`src/rtl/seq_detect_fsm.sv`:
```
// Serial N-bit pattern detector with Mealy/Moore hit outputs
// and a saturating hit counter; transition table built from PATTERN.
module seq_detect_fsm #(
  parameter int             N       = 4,
  parameter logic [N-1:0]   PATTERN = 4'b1011,
  parameter bit             OVERLAP = 1'b1,
  parameter int             CNT_W   = 8,
  localparam int            SW      = $clog2(N+1)
) (
  input  logic             clk,
  input  logic             reset,
  input  logic             clear,
  input  logic             din_valid,
  input  logic             din,
  output logic             mealy_hit,
  output logic             moore_hit,
  output logic [CNT_W-1:0] hit_count,
  output logic [SW-1:0]    state
);

  localparam logic [SW-1:0] S_MATCH = SW'(N);
  localparam int            TBL     = 2**SW;

  // Longest j <= min(k+1, N) such that the tail of (prefix_k, x)
  // equals the first j pattern bits.
  function automatic logic [SW-1:0] step(input int k, input logic x);
    int   best;
    int   i;
    logic ok;
    logic b;
    best = 0;
    for (int j = 1; j <= N; j++) begin
      if (j <= k + 1) begin
        ok = 1'b1;
        for (int m = 0; m < N; m++) begin
          if (m < j) begin
            i = k + 1 - j + m;
            b = (i < k) ? PATTERN[N-1-i] : x;
            if (b != PATTERN[N-1-m]) ok = 1'b0;
          end
        end
        if (ok) best = j;
      end
    end
    return best[SW-1:0];
  endfunction

  logic [SW-1:0] nxt0 [TBL];
  logic [SW-1:0] nxt1 [TBL];

  for (genvar k = 0; k < TBL; k++) begin : g_tbl
    localparam int KE = (k == N && !OVERLAP) ? 0 : k;
    localparam logic [SW-1:0] T0 = (k > N) ? '0 : step(KE, 1'b0);
    localparam logic [SW-1:0] T1 = (k > N) ? '0 : step(KE, 1'b1);
    assign nxt0[k] = T0;
    assign nxt1[k] = T1;
  end

  logic [SW-1:0] nxt;
  logic          adv;
  logic          cnt_full;

  assign nxt       = din ? nxt1[state] : nxt0[state];
  assign adv       = din_valid & ~clear;
  assign mealy_hit = adv & (nxt == S_MATCH);
  assign cnt_full  = &hit_count;

  always_ff @(posedge clk or posedge reset) begin
    if (reset) begin
      state     <= '0;
      moore_hit <= 1'b0;
      hit_count <= '0;
    end else if (clear) begin
      state     <= '0;
      moore_hit <= 1'b0;
      hit_count <= '0;
    end else if (din_valid) begin
      state     <= nxt;
      moore_hit <= (nxt == S_MATCH);
      if (mealy_hit && !cnt_full)
        hit_count <= hit_count + CNT_W'(1);
    end
  end

endmodule

```
`config.mk`:
```
export PLATFORM = sky130hd
export DESIGN_NAME = seq_detect_fsm
export DESIGN_NICKNAME = d
export VERILOG_FILES = /design/src/rtl/seq_detect_fsm.sv
export SDC_FILE = /design/constraint.sdc
export NUM_CORES = 1
export LEC_CHECK = 0
export BUFFER_PORTS_ARGS = -buffer_cell sky130_fd_sc_hd__buf_2
export CAP_MARGIN = 10
export CORE_MARGIN = 4
export CORE_UTILIZATION = 44
export CTS_CLUSTER_DIAMETER = 150
export DETAILED_ROUTE_END_ITERATION = 6
export GPL_TIMING_DRIVEN = 1
export PLACE_DENSITY = 0.71
export SLEW_MARGIN = 20
export SYNTH_ARGS = -nofsm -noshare
export SYNTH_HDL_FRONTEND = slang
export SYNTH_SLANG_ARGS = --single-unit
export TNS_END_PERCENT = 10
```
`constraint.sdc`:
```
create_clock -name clk -period 1.8 [get_ports clk]
set_input_delay 0.36 -clock clk [delete_from_list [all_inputs] [get_ports clk]]
set_output_delay 0.36 -clock clk [all_outputs]
set_load 0.03 [all_outputs]
```
# After elaboration in Yosys (flattened, before gate mapping)
# Memories as Yosys holds them, arrays and structs flattened.
# Cells that the tools add are included.
# classes
muxes	12
n_bitwise	4
multipliers	0
shifts	0
addsub	1
div_mod_pow	0
magnitude_cmp	1
eq_ne	1
n_reduce_logical	6
# op_table
op	n
two-way mux 8 bit	3
two-way mux 3 bit	7
adder 8 x 1 -> 8 bit, second input constant	1
AND reduction 8 bit	1
greater-or-equal comparator 4 bit, second input constant	1
inverter 3 -> 4 bit	1
nonzero test 2 bit	2
equality test 3 bit, second input constant	1
AND 1 bit	2
two-way mux 1 bit	2
AND reduction 2 bit	1
logical AND 1 bit	1
zero test 1 bit	1
inverter 1 bit	1
# totals
inputBits	5
output_inout_bits	13
n_memories	2
romBits	48
elab_cells	30
latch_bits	0
ram_bits	0
regBits	12
# mem_list
memory	words	word_bits	read_ports	rd_clocked_by_memory_dff	wr	line_no	source
(name not given)	8	3	1	0	0	63	assign nxt = din ? nxt1[state] : nxt0[state];
(name not given)	8	3	1	0	0	63	

# Longest topological paths before layout
# logic_depth
depth_word	11
depth_mapped	6
mapped_depth_nobuf	5

# Worst setup path before layout
# OpenSTA, ideal clock, no wires.
# synth_timing
kind	flip-flop to flip-flop
startpoint	register state[0]
endpoint	register hit_count[3]
synth_period_minus_slack_ns	1.828
stages_incl_launch_ff	6
path_buffers	1
setup_slack_ns	-0.028
setup_ns	0.077
t_arrival_ns	1.751
required_time_ns	1.723
cell_sequence	dfrtp_1 -> nand4b_2 -> or2_0 -> buf_2 -> or4_1 -> a21oi_1
# synth_via
elab_chain_cells	10
word_cells_on_any_way	13
classes_between	eq/ne: 1; mux: 5; bitwise: 2; reduce/logical: 3; memory: 2
# synth_rtl
element	line_no	source
from (decl)	18	output logic [SW-1:0] state
from (signal assigned)	78	state <= nxt;
inverter 3 -> 4 bit (not written as such) *	63	
memory (8 x 3 bit)	-	
two-way mux 3 bit (not written as such) (2 in series)	63	
two-way mux 3 bit *	63	
equality test 3 bit *	65	assign mealy_hit = adv & (nxt == S_MATCH);
AND 1 bit *	65	
logical AND 1 bit *	80	if (mealy_hit && !cnt_full)
nonzero test 2 bit (no line) *	-	
AND reduction 2 bit (no line) *	-	
to (signal assigned)	81	hit_count <= hit_count + CNT_W'(1);
to (decl)	17	output logic [CNT_W-1:0] hit_count,
# Every way passes the cells marked *; elsewhere a longest branch is shown, timed or not. The select of a mux whose other input is x is not followed.
# A chain may end at the register's enable or synchronous reset.

# Worst setup path after layout
# layout_timing
startpoint	register state[2]
endpoint	output mealy_hit
# layout_via
elab_chain_cells	7
word_cells_on_any_way	10
classes_between	eq/ne: 1; mux: 5; bitwise: 2; memory: 2
# layout_rtl
element	line_no	source
inverter 3 -> 4 bit (not written as such) *	63	
memory (8 x 3 bit)	-	
two-way mux 3 bit (not written as such) (2 in series)	63	
two-way mux 3 bit *	63	
equality test 3 bit *	65	
AND 1 bit *	65	
to (decl)	15	output logic mealy_hit,
# Marked as above.

==> summary.md <==
| Metric | Value |
|---|---|
| Status | completed |
| Vias post-DR | 674 |
| Pwr/cell area | 618.0 nW/um2 |
| CP required | 1.44 ns |
| RSZ-0062 raised after global routing | no |
| Routed Antenna Nets | 0 |
| CTS tree | done |
| Post-DP HPWL | 1118 um |
| First-pass iteration count of the detailed router | 4 |
| Final setup fails | 0 |
| Pre-CTS setup slack | 0.03913 ns |
| Grt total ovfl | 0 |
| Share of layout cells above drive strength 1 | 36.73% |
| Initial antenna violation count | 0 |
| Syn Nets | 78 |
| Total Routing Usage GR | 16.76% |
| Critical path arrival | 1.34 ns |
| Maximum fanout along the worst path | 7 |
| Hold Crit Class | in2async |
| Total Wirelength | 1615 um |
| Diode count | 0 |
| Commonest non-fill, non-tap cells in the layout | buf_2 (16), dfrtp_1 (10), buf_4 (7) |
| Delay of the slowest critical-path stage | 0.42 ns |
| Slack of the worst reg-to-reg path | 0.19 ns |
| Top Ports | 18 |
| Worst setup EP type | output port |
| Sink Count | 12 |
| Yosys cell types | 33 |
| Routed WL per cell | 14.29 um |
| First-pass GRT wire length | 2580 um |
| Startpoint types | flop |
| FILL cells | 115 |
| Port-buffer cells | 17 |
| Clock root cell | clkbuf_4 |
| Max-cap violation count | 0 |
| #FFs+latches synth | 12 |
| Worst VDD drop | 0.3590 mV |
| Worst path slowest cell | dfrtp_2 |
| Clock Skew | 0.006543 ns |
| Pin count of the biggest net entering global routing | 13 |
| Max H-tree Level | 1 |
| Final hold vios | 0 |
| R2r endpoint | hit_count[3] |
| Nets | 105 |
| Final Cycle Share | 94.65% |
| Std-Cell Rows | 13 |
| R2r startpoint | state[2] |
| Worst setup margin | 0.09639 ns |
| Core area | 1366 um2 |
| Fmax | 587.0 MHz |
| Synth-to-Final Area Change | 27.93% |
| Mapped Area | 671.9 um2 |
| Hold_ws | 0.07318 ns |
| Vias in the first global route | 589 |
| Die H | 47.08 um |
| Vias per cell | 5.965 |
| Die area | 2216 um2 |
| GP Congestion | 0.8473 |
| Cell Count, Final, Fillers Out | 113 |
| DR iter-0 viols | 17 |
| Crit-path cells | nand2b_1 -> or2_4 -> inv_2 -> buf_6 |
| Clk pin slew, worst setup/hold paths | 0.08 ns |
| Die X | 47.08 um |
| Placed Cells | 108 |
| R2r worst-path depth | 4 |
| Rel. slew slack | 69.01% |
| Worst Max-Slew Pin Slew | 0.4644 ns |
| Setup TNS | 0 ns |
| Starting Density | 49.18% |
| Avg Cell Area, Syn | 9.332 um2 |
| Synth Instances | 72 |
| Leak Pwr | 0.4221 nW |
| Fin. max-slew vios | 0 |
| Synth warnings | 0 |
| Worst setup path category | reg2out |
| Tmin final | 1.704 ns |
| CTS Buffer Depth | 2 |
| Commonest non-fill, non-tap cell in the layout | buf_2 |
| Post-route DRC | 0 |
| Post-synthesis sequential area ratio | 44.69% |
| Clock Latency Late Sink | 0.28 ns |
| CTS buffer count | 3 |
[where the power goes]
group	total (mW)	switching (mW)	leakage, nW	internal, mW
sequential	0.274	0.00284	0.164	0.271
clock	0.222	0.0994	0.0210	0.123
combinational	0.0348	0.0220	0.237	0.0127
total	0.531	0.124	0.422	0.407
[Yosys cell counts]
cell type	n	area, um2
and3_2	1	7.510
a21boi_0	1	7.510
mux2i_1	1	10.01
o31ai_1	1	7.510
nor3_1	3	15.01
nor4_1	2	12.51
nor2_1	6	22.52
or3_1	1	6.260
or2b_2	1	8.760
or4_1	1	7.510
dfrtp_1	12	300.3
buf_2	1	5.000
a211oi_1	2	15.01
and4_1	1	8.760
o21ai_0	3	15.01
ha_1	1	12.51
o211ai_1	1	7.510
nand2b_1	2	12.51
a311oi_1	2	17.52
or2_0	1	6.260
a32oi_1	1	8.760
a21oi_1	5	25.02
nand3_1	3	15.01
buf_6	1	11.26
inv_1	4	15.01
nand4_1	2	12.51
nor3b_1	1	7.510
a41oi_1	1	8.760
a31oi_1	1	6.260
nand2_1	6	22.52
nand4b_2	1	15.01
mux2_2	1	11.26
nand3b_1	1	7.510
[cells by family (layout without fill, tap and decap cells)]
group,Yosys count,after routing,share of synthesized area (%)
simple gates,33,33,27.93
compound gates,18,18,17.69
flops,12,12,44.69
buf+inv,6,32,4.654
mux,2,2,3.166
fa+ha+maj,1,1,1.862
[per-layer routing]
layer / track usage [%] / wire length (um) / vias up
met5: 0 / 0 / -
met4: 6.630 / 14 / 0
met3: 3.448 / 93 / 3
met2: 29.27 / 819 / 24
met1: 19.95 / 687 / 324
li1: - / - / 323
[repair_timing]
| action | CTS | global route |
|---|---|---|
| gates cloned | 0 | 0 |
| endpoints found under the setup margin | 1 | 1 |
| buffers inserted | 0 | 1 |
| gates resized for setup | 3 | 2 |
| hold buffers | 0 | 0 |
| pin swaps | 0 | 0 |
[worst max-delay path by stage]
stage,from,cells after the start,endpoint
2_1_floorplan,state[1],5,hit_count[3]
3_3_place_gp,clear,5,hit_count[3]
3_5_place_dp,clear,5,hit_count[3]
4_1_cts,state[2],4,mealy_hit
5_1_grt,state[2],4,mealy_hit
6_report,state[2],4,mealy_hit
[critical path: cells and delay by family, from the launching register on]
family        cells  cell delay, ns
simple gates      2            0.45
flops             1            0.42
buf+inv           2            0.19
[metrics by stage]
stage                     power [mW]  area (um2)  util, %
after floorplan               0.3003       674.4        -
after global placement        0.3145       807.0    59.07
after detailed placement      0.3145       807.0    59.07
after CTS                     0.5294       848.3    62.09
after global routing          0.5454       859.6    62.91
final                         0.5312       859.6    62.91
[state kept, by name, summed over array words and instances (netlist names)]
signal,cells
moore_hit,1
hit_count,8
state,3
[final cells by class]
type | instances | area (um2) | area share, %
Timing Repair Buffer | 24 | 143.9 | 16.74
Sequential cell | 12 | 302.8 | 35.23
Tap cell | 15 | 18.77 | 2.183
Multi-Input combinational cell | 54 | 342.8 | 39.88
Clock buffer | 4 | 36.28 | 4.221
Inverter | 4 | 15.01 | 1.747
Power figures use the tool's default switching activity.
